[src/rtl/rr_decoder_arbiter.sv]
// rr_decoder_arbiter: 8-way round-robin arbiter with break-before-make and a split 3-to-8 grant decode.
// Optional forced release after MAX_HOLD cycles when ARB_TIMEOUT_EN is defined.
module rr_decoder_arbiter #(
    parameter int MAX_HOLD = 16,
    parameter int RR_START = 0
) (
    input  logic       clk,
    input  logic       rst_n,
    input  logic [7:0] req,
    input  logic       done,
    output logic [7:0] grant,
    output logic [2:0] grant_idx,
    output logic       grant_valid,
    output logic       timeout
);
    typedef enum logic [1:0] {IDLE, GRANT, GAP} state_t;
`ifdef ARB_TIMEOUT_EN
    localparam bit TO_EN = 1'b1;
`else
    localparam bit TO_EN = 1'b0;
`endif
    localparam logic [7:0] HOLD_LIM = 8'(MAX_HOLD - 1);
    state_t     state_q, state_d;
    logic [2:0] ptr_q, ptr_d, idx_q, idx_d;
    logic       valid_q, valid_d, to_q, to_d;
    logic [7:0] hold_q, hold_d;
    logic [7:0] rot;
    logic [2:0] off, win;
    logic [3:0] lane;
    logic       own_req, forced, rel;
    // Rotate so the pointer position becomes bit 0; the lowest set bit is the winner offset.
    always_comb begin
        rot = 8'({req, req} >> ptr_q);
        off = 3'd0;
        for (int i = 7; i >= 0; i--)
            if (rot[i]) off = 3'(i);
        win = ptr_q + off;
    end
    assign own_req = req[idx_q];
    assign forced  = TO_EN && own_req && !done && hold_q == HOLD_LIM;
    assign rel     = done || !own_req || forced;
    always_comb begin
        state_d = state_q;
        ptr_d   = ptr_q;
        idx_d   = idx_q;
        valid_d = valid_q;
        hold_d  = hold_q;
        to_d    = 1'b0;
        if (state_q == GRANT) begin
            if (rel) begin
                valid_d = 1'b0;
                to_d    = forced;
                state_d = GAP;
            end else begin
                hold_d = (hold_q == 8'hFF) ? hold_q : hold_q + 8'd1;
            end
        end else if (|req) begin
            idx_d   = win;
            ptr_d   = win + 3'd1;
            valid_d = 1'b1;
            hold_d  = 8'd0;
            state_d = GRANT;
        end else begin
            valid_d = 1'b0;
            state_d = IDLE;
        end
    end
    always_ff @(posedge clk) begin
        if (!rst_n) begin
            state_q <= IDLE;
            ptr_q   <= 3'(RR_START);
            idx_q   <= 3'd0;
            valid_q <= 1'b0;
            hold_q  <= 8'd0;
            to_q    <= 1'b0;
        end else begin
            state_q <= state_d;
            ptr_q   <= ptr_d;
            idx_q   <= idx_d;
            valid_q <= valid_d;
            hold_q  <= hold_d;
            to_q    <= to_d;
        end
    end
    // idx[2] selects the half, idx[1:0] the line within it.
    assign lane        = 4'b0001 << idx_q[1:0];
    assign grant       = valid_q ? (idx_q[2] ? {lane, 4'b0000} : {4'b0000, lane}) : 8'h00;
    assign grant_idx   = idx_q;
    assign grant_valid = valid_q;
    assign timeout     = to_q;
endmodule

[config.mk]
export PLATFORM = sky130hd
export DESIGN_NAME = rr_decoder_arbiter
export DESIGN_NICKNAME = d
export VERILOG_FILES = /design/src/rtl/rr_decoder_arbiter.sv
export SDC_FILE = /design/constraint.sdc
export NUM_CORES = 1
export LEC_CHECK = 0
export CAP_MARGIN = 15
export CORE_ASPECT_RATIO = 1.1
export CORE_MARGIN = 5
export CORE_UTILIZATION = 40
export CTS_CLUSTER_DIAMETER = 80
export DETAILED_ROUTE_END_ITERATION = 10
export GPL_ROUTABILITY_DRIVEN = 0
export GPL_TIMING_DRIVEN = 0
export PLACE_DENSITY_LB_ADDON = 0.25
export SLEW_MARGIN = 20
export SYNTH_ARGS = -nofsm -noshare
export SYNTH_HDL_FRONTEND = slang
export SYNTH_SLANG_ARGS = --single-unit
[constraint.sdc]
create_clock -name clk -period 3.9 [get_ports clk]
set_input_delay 0.585 -clock clk [delete_from_list [all_inputs] [get_ports clk]]
set_output_delay 0.585 -clock clk [all_outputs]
set_load 0.05 [all_outputs]
==> results of run 1 <==
-- worst min path at each step --
stage                          start          to  slack (ns)  depth (start not counted)
after floorplan           state_q[1]  state_q[1]        0.46                          3
after global placement    state_q[1]  state_q[1]        0.50                          3
after detailed placement  state_q[1]  state_q[1]        0.50                          3
after CTS                 state_q[1]  state_q[1]        0.52                          3
after global routing      state_q[1]  state_q[1]        0.55                          3
final                     state_q[1]  state_q[1]        0.52                          3
-- through the flow --
stage / total power [mW] / hold WS (ns) / setup TNS [ns]
floorplan: 0.6336 / 0.4629 / 0
global placement: 0.7621 / 0.4959 / -0.1091
detailed placement: 0.7803 / 0.5048 / -0.1695
CTS: 0.8456 / 0.5248 / 0
global route: 0.9309 / 0.5495 / 0
finish: 0.8629 / 0.5161 / 0
-- cell type report --
type                       instances  area [um2]
tap                               34       42.54
timing repair buffer              19       192.7
buffer                            13       116.4
sequential                         8       160.2
clock buffer                       3       22.52
inverter                           8       30.03
fill                             293        1509
multi-input combinational        128       974.7
-- timing repair --
action | in CTS | in global routing
resized for setup | 0 | 4
endpoints found under the setup margin | 0 | 1
setup buffers | 0 | 1
-- logic make-up after synthesis --
logic type,count (synthesis)
buffers and inverters,21
AOI/OAI and AO/OA,35
DFF,8
xor gates and xnor gates,1
other,1
adders and majority gates,3
muxes,16
and+or+nand+nor,72
-- Yosys cell counts (2+ instances only) --
cell type,instances,area (um2)
ha_1,2,25.02
a21oi_1,3,15.01
nor4_1,2,12.51
buf_2,3,15.01
o21ai_0,6,30.03
nor2_1,25,93.84
mux4_2,4,90.09
nor3b_1,2,15.01
a32oi_1,3,26.28
dfxtp_1,8,160.2
nor3_1,4,20.02
nand2_1,15,56.30
nand2b_1,8,50.05
inv_1,7,26.28
buf_4,2,15.01
mux2i_1,8,80.08
o211ai_1,2,15.01
buf_6,6,67.56
and2_1,3,18.77
o32a_1,2,20.02
a211oi_2,2,25.02
nor2b_1,4,25.02
a211oi_1,3,22.52
mux2_2,2,22.52
-- power by group through the flow --
stage                     registers [mW]  logic [mW]  clock network (mW)
final                              0.130       0.671              0.0623
after floorplan                    0.166       0.467                   0
after detailed placement           0.131       0.649                   0
after global placement             0.131       0.631                   0
after global routing               0.134       0.728              0.0687
after CTS                          0.129       0.651              0.0649
-- registers in the layout, summed over array words and instances, names as in the netlist --
| register | cells |
|---|---|
| grant_idx | 3 |
| state_q | 2 |
| ptr_q | 3 |
-- worst min-delay path, stage by stage (launching register included) --
cell and delay (ns):
dfxtp_1 0.31, nor2b_1 0.06, nand2_1 0.07, nor2_1 0.04
-- metal layers --
metal	vias to the layer above	track usage, %
met4	0	3.695
li1	620	-
met2	18	26.52
met1	600	18.99
met5	-	0
met3	0	1.136
==> impl_metrics.tcl, run 1 <==
set metrics [dict create \
    core_mm2 0.003048 \
    end_kind "flop" \
    wl_met3_um 112 \
    crit_end "ptr_q[2]" \
    synth_edf_count 0 \
    critPathArrivalTime_ns 3.95 \
    die_h_um 69.13 \
    final_max_slew_viol_count 0 \
    ff2ff_setup_slack_ns 0.63 \
    clock-sinks 8 \
    wl_per_cell_um 15.49 \
    drc_errors 0 \
    worstMarginPinSlew_ns 0.5243 \
    pin_count 24 \
    p_sw_mw 0.4247 \
    syn_nets 171 \
    muxShareOfSynthArea_pct 19.00 \
    cts_buffers 3 \
    final_util_pct 50.49 \
    r2r-end "ptr_q[2]" \
    h-tree-depth 1 \
    cts_root_buffer "clkbuf_4" \
    grt_pass1_vias 1217 \
    drt-met1-wl_um 1420 \
    p_sw_share_pct 49.22 \
    dp.cells 209 \
    initial_core_util_pct 41.71 \
    port_buffers 18 \
    p_int_mw 0.4382 \
    area_growth_pct 21.06 \
    ir_drop_uv 355.6 \
    track_usage_pct 14.87 \
    reg2reg_from "ptr_q[0]" \
    ys_seq_area_share_pct 12.60 \
    hold_class "flop to flop" \
    instances_no_fill 213 \
    maxSlewHeadroom_pct 64.94 \
    clock_latency_ns 0.25 \
    synth_area_mm2 0.001271 \
    clockPowerShare_pct 7.2 \
    worst_slack_ns 0.1274 \
    skew_ns 0.0007447 \
    ys_ff_latch 8 \
    vias 1238 \
    layout_common_cells "nor2_1, clkdlybuf4s50_1, nand2_1" \
    layout_commonest_cell "nor2_1" \
    yosys_warnings 0 \
    power_density_mw_per_mm2 560.7 \
    nets 195 \
    slowest_delay_ns 0.51 \
    path_buf_inv 4 \
    min_period_over_period_pct 96.73 \
    grt_overflow 0 \
    dr.pass1.iters 4 \
    rsz0062_at_grt "false" \
    synthSimpleGateAreaFrac_pct 28.74 \
    wl_met2_um 1766 \
    drive_gt1_share_pct 21.23 \
    status "complete, no violations" \
    worstRegToRegCells 15 \
    critPathSlowestCell "fa_1" \
    cp.depth 17 \
    crit_type "primary input to flop" \
    async_reset_ff_share_pct 0 \
    clock.fmax_ghz 0.2651 \
    comb_power_share_pct 77.8 \
    antenna_found_initial 0 \
    worstPathMaxFanout 10 \
    viasPerCell 5.812 \
    startpoint_type "primary input" \
    routed.top_layer "met3" \
    hold_viol_final 0 \
    stdcell_area_mm2 0.001539 \
    syn_inst 157 \
    hpwl_um 2630 \
    synth_ff_type "dfxtp_1" \
    ys_types 55 \
    critical_path.startpoint "req[4]" \
    p_seq_share_pct 15.0 \
    synthXorXnorAreaFrac_pct 0.6890 \
    holdBufCountCts 0 \
    drt-initial-drc-count 100 \
    cts_max_path_buffers 2 \
    wirelength_um 3300 \
    antennaDiodeCount 0 \
    clkTransAtPathRegs_ns 0.05 \
    die-area_mm2 0.004407 \
    worstPathCellList "clkdlybuf4s50_1 > buf_6 > nor2b_4 > mux4_2 > a211oi_4 > nor2_1 > o31ai_2 > ha_2 > inv_1 > fa_1 > inv_1 > ha_1 > xor2_1 > nor2_1 > nand2_1 > a21o_1 > o221ai_2" \
    crit_required_ns 4.08 \
    die_w_um 63.75 \
    crit_family "adder cells" \
    syn_area_per_cell_um2 8.097 \
    synth_top_family_by_area "simple AND/OR/NAND/NOR gates" \
    grt_start_max_net_pins 11 \
    maxCapViolations 0 \
    cts_tree "built" \
    synthAdderAreaFrac_pct 3.543 \
    dpl_worst_slack_ns -0.1695 \
    placed_area_mm2 0.001494 \
    grt_pass1_wl_um 5582 \
    finalSetupViolCount 0 \
    ant_nets 0 \
    num_rows 21 \
    leakagePower_nw 0.6003 \
    finalCriticalPeriod_ns 3.773 \
    synth_compound_area_share_pct 23.62 \
]
No activity file was read; power rests on OpenSTA's default activity.
==> inputs of run 2 (changes only) <==
- DONT_BUFFER_PORTS: unset -> 1
- REMOVE_ABC_BUFFERS: unset -> 1
==> run 2 against run 1 <==
Compared with the run above: total power is 15% lower; non-clock buffer count shrank 32; clock skew grew 0.0017 ns; largest power group unchanged; flip-flop and latch count stayed put; critical endpoint unchanged; cell count shrank 15%; fmax rose by 4.8%; critical path type is now flop to flop; combinational power shrank 34%; sequential power increased by 75%; design area is 20% lower.
==> impl_metrics.tcl, run 2 (synthesized netlist as in run 1, its figures left out) <==
set metrics [dict create \
    status "complete, no violations" \
    skew_ns 0.002405 \
    grt_overflow 0 \
    nFillCells 327 \
    hold_viol_final 0 \
    drt-initial-drc-count 44 \
    pin_count 24 \
    cts_resized 0 \
    worstMarginPinSlew_ns 0.9107 \
    worst_slack_ns 0.3002 \
    critical_path.startpoint "ptr_q[0]" \
    dr.pass1.iters 4 \
    post_cts_buffers 0 \
    port_buffers 0 \
    final_util_pct 40.56 \
    antennaDiodeCount 0 \
    finalSetupViolCount 0 \
    grt_start_max_net_pins 22 \
    worstPathMaxFanout 21 \
    r2r-end "ptr_q[2]" \
    power_density_mw_per_mm2 593.7 \
    area_growth_pct -2.756 \
    wl_per_cell_um 16.43 \
    crit_type "flop to flop" \
    wirelength_um 2973 \
    cts_buffers 3 \
    clock-sinks 8 \
    cp.depth 14 \
    path_buf_inv 2 \
    hpwl_um 2244 \
    cts_root_buffer "clkbuf_4" \
    crit_required_ns 4.07 \
    holdBufCountCts 0 \
    drive_gt1_share_pct 17.69 \
    dpl_worst_slack_ns 0.2768 \
    cts_max_path_buffers 2 \
    ant_nets 0 \
    h-tree-depth 1 \
    nets 163 \
    reg2reg_from "ptr_q[0]" \
    critPathSlowestCell "dfxtp_1" \
    leakagePower_nw 0.4497 \
    ir_drop_uv 397.5 \
    maxSlewHeadroom_pct 39.06 \
    core_mm2 0.003048 \
    clkTransAtPathRegs_ns 0.06 \
    hold_class "primary input to flop" \
    worstPathCellList "mux4_2 > a211oi_2 > nor2_1 > o31ai_2 > ha_1 > inv_1 > fa_1 > inv_1 > ha_1 > xor2_1 > nor2_1 > nand2_1 > a21o_1 > o221ai_2" \
    antenna_found_initial 0 \
    startpoint_type "flop" \
    cts_tree "built" \
    drc_errors 0 \
    die-area_mm2 0.004407 \
    finalCriticalPeriod_ns 3.600 \
    ff2ff_setup_slack_ns 0.30 \
    rsz0062_at_grt "false" \
    critPathArrivalTime_ns 3.77 \
    layout_commonest_cell "nor2_1" \
    maxCapViolations 0 \
    viasPerCell 6.138 \
    vias 1111 \
    slowest_delay_ns 0.84 \
    clock.fmax_ghz 0.2778 \
    crit_family "adder cells" \
    clock_latency_ns 0.25 \
    num_rows 21 \
    min_period_over_period_pct 92.30 \
    grt_pass1_wl_um 4981 \
    grt_pass1_vias 1018 \
    worstHoldStart "rst_n" \
    initial_core_util_pct 41.71 \
    layout_common_cells "nor2_1, nand2_1, nand2b_1, mux2i_1, dfxtp_1" \
    die_w_um 63.75 \
    crit_end "ptr_q[2]" \
    worstRegToRegCells 14 \
    track_usage_pct 13.27 \
    tns_ns 0 \
    final_max_slew_viol_count 0 \
    end_kind "flop" \
    die_h_um 69.13 \
]
-- run 2: changes by cell type in the layout (fill, tap and decap cells not counted), sizes merged --
| cell | delta |
|---|---|
| clkbuf | -2 |
| dlymetal6s2s | -2 |
| clkdlybuf4s50 | -16 |
| buf | -12 |
-- run 2: where the power goes --
| part | total, mW | leakage [nW] | switching, mW | internal (mW) |
|---|---|---|---|---|
| logic | 0.441 | 0.370 | 0.231 | 0.210 |
| clock network | 0.0648 | 0.0138 | 0.0295 | 0.0353 |
| registers | 0.228 | 0.0662 | 0.122 | 0.106 |
| total | 0.734 | 0.450 | 0.383 | 0.351 |
-- run 2: final cells by class --
cell class / count / area [um2] / share of cell area (%)
multi-input cells: 128 / 980.9 / 79.35
clock buffers: 3 / 22.52 / 1.822
inverters: 8 / 30.03 / 2.429
flip-flops and latches: 8 / 160.2 / 12.96
well taps: 34 / 42.54 / 3.441
-- run 2: how the worst min path moves through the flow --
stage | cells after the start | to | slack, ns
after floorplan | 3 | state_q[1] | 0.46
after global placement | 3 | state_q[1] | 0.50
after detailed placement | 3 | state_q[1] | 0.49
after CTS | 2 | state_q[1] | 0.44
after global routing | 2 | state_q[1] | 0.46
final | 2 | state_q[1] | 0.44
-- run 2: routing by layer --
metal,global-route usage (%),vias to the layer above,wire [um]
met5,0,-,0
met4,4.850,0,15
met3,2.597,3,245
met2,20.43,45,1401
met1,18.17,516,1311
li1,-,547,-
-- run 2: through the flow --
stage / area [um2] / instances / power (mW) / hold slack [ns]
2_1_floorplan: 1155 / 144 / 0.5859 / 0.4629
3_3_place_gp: 1197 / 178 / 0.6585 / 0.4992
3_5_place_dp: 1207 / 178 / 0.6727 / 0.4928
4_1_cts: 1230 / 181 / 0.7388 / 0.4378
5_1_grt: 1236 / 181 / 0.8004 / 0.4587
6_report: 1236 / 181 / 0.7339 / 0.4443
-- run 2: worst register-to-register path: cells and delay by family, from the launching register on --
kind | cells | cell delay, ns
simple gates | 3 | 0.24
compound gates | 4 | 0.72
xor+xnor | 1 | 0.16
mux | 1 | 0.61
fa+ha+maj | 3 | 0.86
flops | 1 | 0.84
buf+inv | 2 | 0.10
==> inputs of run 3 (changes only) <==
- SLEW_MARGIN: 20 -> 40
- clock period: 3.9 -> 4.57 ns (I/O delays scaled with it)
==> run 3 against run 2 <==
Compared with the run above: critical path type unchanged; combinational power down 13%; die area unchanged; critical path depth unchanged; largest power group unchanged; first-iteration DRC count down 6.8%; flip-flop and latch count unchanged; total power down 14%; via count up 3.2%; design area up 1.0%.
==> impl_metrics.tcl, run 3 (synthesized netlist as in run 1, its figures left out) <==
set metrics [dict create \
    status "complete, no violations" \
    regArea_um2 160.2 \
    skew_ns 0.006113 \
    die_h_um 69.13 \
    h-tree-depth 1 \
    tns_ns 0 \
    cts_root_buffer "clkbuf_4" \
    cts_buffers 3 \
    hold_class "flop to flop" \
    crit_family "adder cells" \
    rsz0062_at_grt "false" \
    end_kind "flop" \
    maxSlewHeadroom_pct 41.26 \
    hpwl_um 2266 \
    crit_required_ns 4.75 \
    clock_latency_ns 0.26 \
    finalSetupViolCount 0 \
    layout_commonest_cell "nor2_1" \
    port_buffers 0 \
    grt_pass1_wl_um 5209 \
    cts_tree "built" \
    die_w_um 63.75 \
    cts_resized 0 \
    dr.pass1.iters 4 \
    startpoint_type "flop" \
    antenna_found_initial 0 \
    nets 163 \
    dp.cells 178 \
    holdBufCountCts 0 \
    drt-initial-drc-count 41 \
    nFillCells 326 \
    clock-sinks 8 \
    finalCriticalPeriod_ns 3.601 \
    instances_no_fill 181 \
    area_growth_pct -1.771 \
    post_cts_buffers 0 \
    worstPathMaxFanout 21 \
    grt_overflow 0 \
    pin_count 24 \
    final_max_slew_viol_count 0 \
    antennaDiodeCount 0 \
    ant_nets 0 \
    wl_per_cell_um 16.46 \
    crit_type "flop to flop" \
    leakagePower_nw 0.4488 \
    cts_max_path_buffers 2 \
    drive_gt1_share_pct 21.09 \
    critPathArrivalTime_ns 3.78 \
    ir_drop_uv 356.0 \
    clock.fmax_ghz 0.2777 \
    initial_core_util_pct 41.71 \
    worstMarginPinSlew_ns 0.8779 \
    power_density_mw_per_mm2 506.1 \
    wirelength_um 2980 \
    final_util_pct 40.97 \
    vias 1147 \
    core_mm2 0.003048 \
    path_buf_inv 2 \
    num_rows 21 \
    critPathSlowestCell "dfxtp_1" \
    multiInputGateArea_um2 993.5 \
    hold_slack_ns 0.5157 \
    track_usage_pct 13.85 \
    power_mw 0.6319 \
    min_period_over_period_pct 78.81 \
    grt_start_max_net_pins 22 \
    clkTransAtPathRegs_ns 0.06 \
    viasPerCell 6.337 \
    hold_viol_final 0 \
    drc_errors 0 \
    die-area_mm2 0.004407 \
    grt_pass1_vias 1076 \
    maxCapViolations 0 \
    worstPathCellList "mux4_2 > a211oi_2 > nor2_1 > o31ai_2 > ha_1 > inv_1 > fa_1 > inv_1 > ha_1 > xor2_1 > nor2_1 > nand2_1 > a21o_1 > o221ai_2" \
    slowest_delay_ns 0.84 \
    layout_common_cells "nor2_1, nand2_1, nand2b_1, mux2i_1, dfxtp_1" \
]
run 3: cell counts in the layout (fill, tap and decap cells not counted):
No cell type changed its count.
run 3: final timing paths:
kind	start	endpoint	slack, ns	depth (start not counted)
worst min register to register	state_q[1]	state_q[1]	0.52	3
worst min-delay path	state_q[1]	state_q[1]	0.52	3
worst max register to register	ptr_q[0]	ptr_q[2]	0.97	14
worst max-delay path	ptr_q[0]	ptr_q[2]	0.97	14
run 3: cell type report:
| cell class | count | share of cell area, % |
|---|---|---|
| tap | 34 | 3.407 |
| inverter | 8 | 2.405 |
| clock buffer | 3 | 1.804 |
| multi-input combinational | 128 | 79.56 |
| sequential | 8 | 12.83 |
run 3: report_power, final:
part	internal (mW)	switching [mW]	leakage (nW)
combinational	0.180	0.203	0.369
sequential	0.0905	0.103	0.0662
clock	0.0301	0.0250	0.0138
run 3: per-stage QoR:
step	cell area [um2]	setup slack, ns
2_1_floorplan	1155	1.287
3_3_place_gp	1197	0.9710
3_5_place_dp	1221	0.9745
4_1_cts	1244	0.9597
5_1_grt	1249	0.6689
6_report	1249	0.9685
run 3: tightest hold or removal path: stages (launching register included):
cell and delay, ns:
dfxtp_1 0.30, nor2b_1 0.07, nand2_1 0.07, nor2_1 0.03
run 3: metal layers:
layer | vias to the layer above | GRT usage (%) | wire length (um)
met2 | 46 | 22.23 | 1443
met1 | 547 | 18.84 | 1314
met5 | - | 0 | 0
met3 | 2 | 2.760 | 201
met4 | 0 | 3.464 | 21
li1 | 552 | - | -
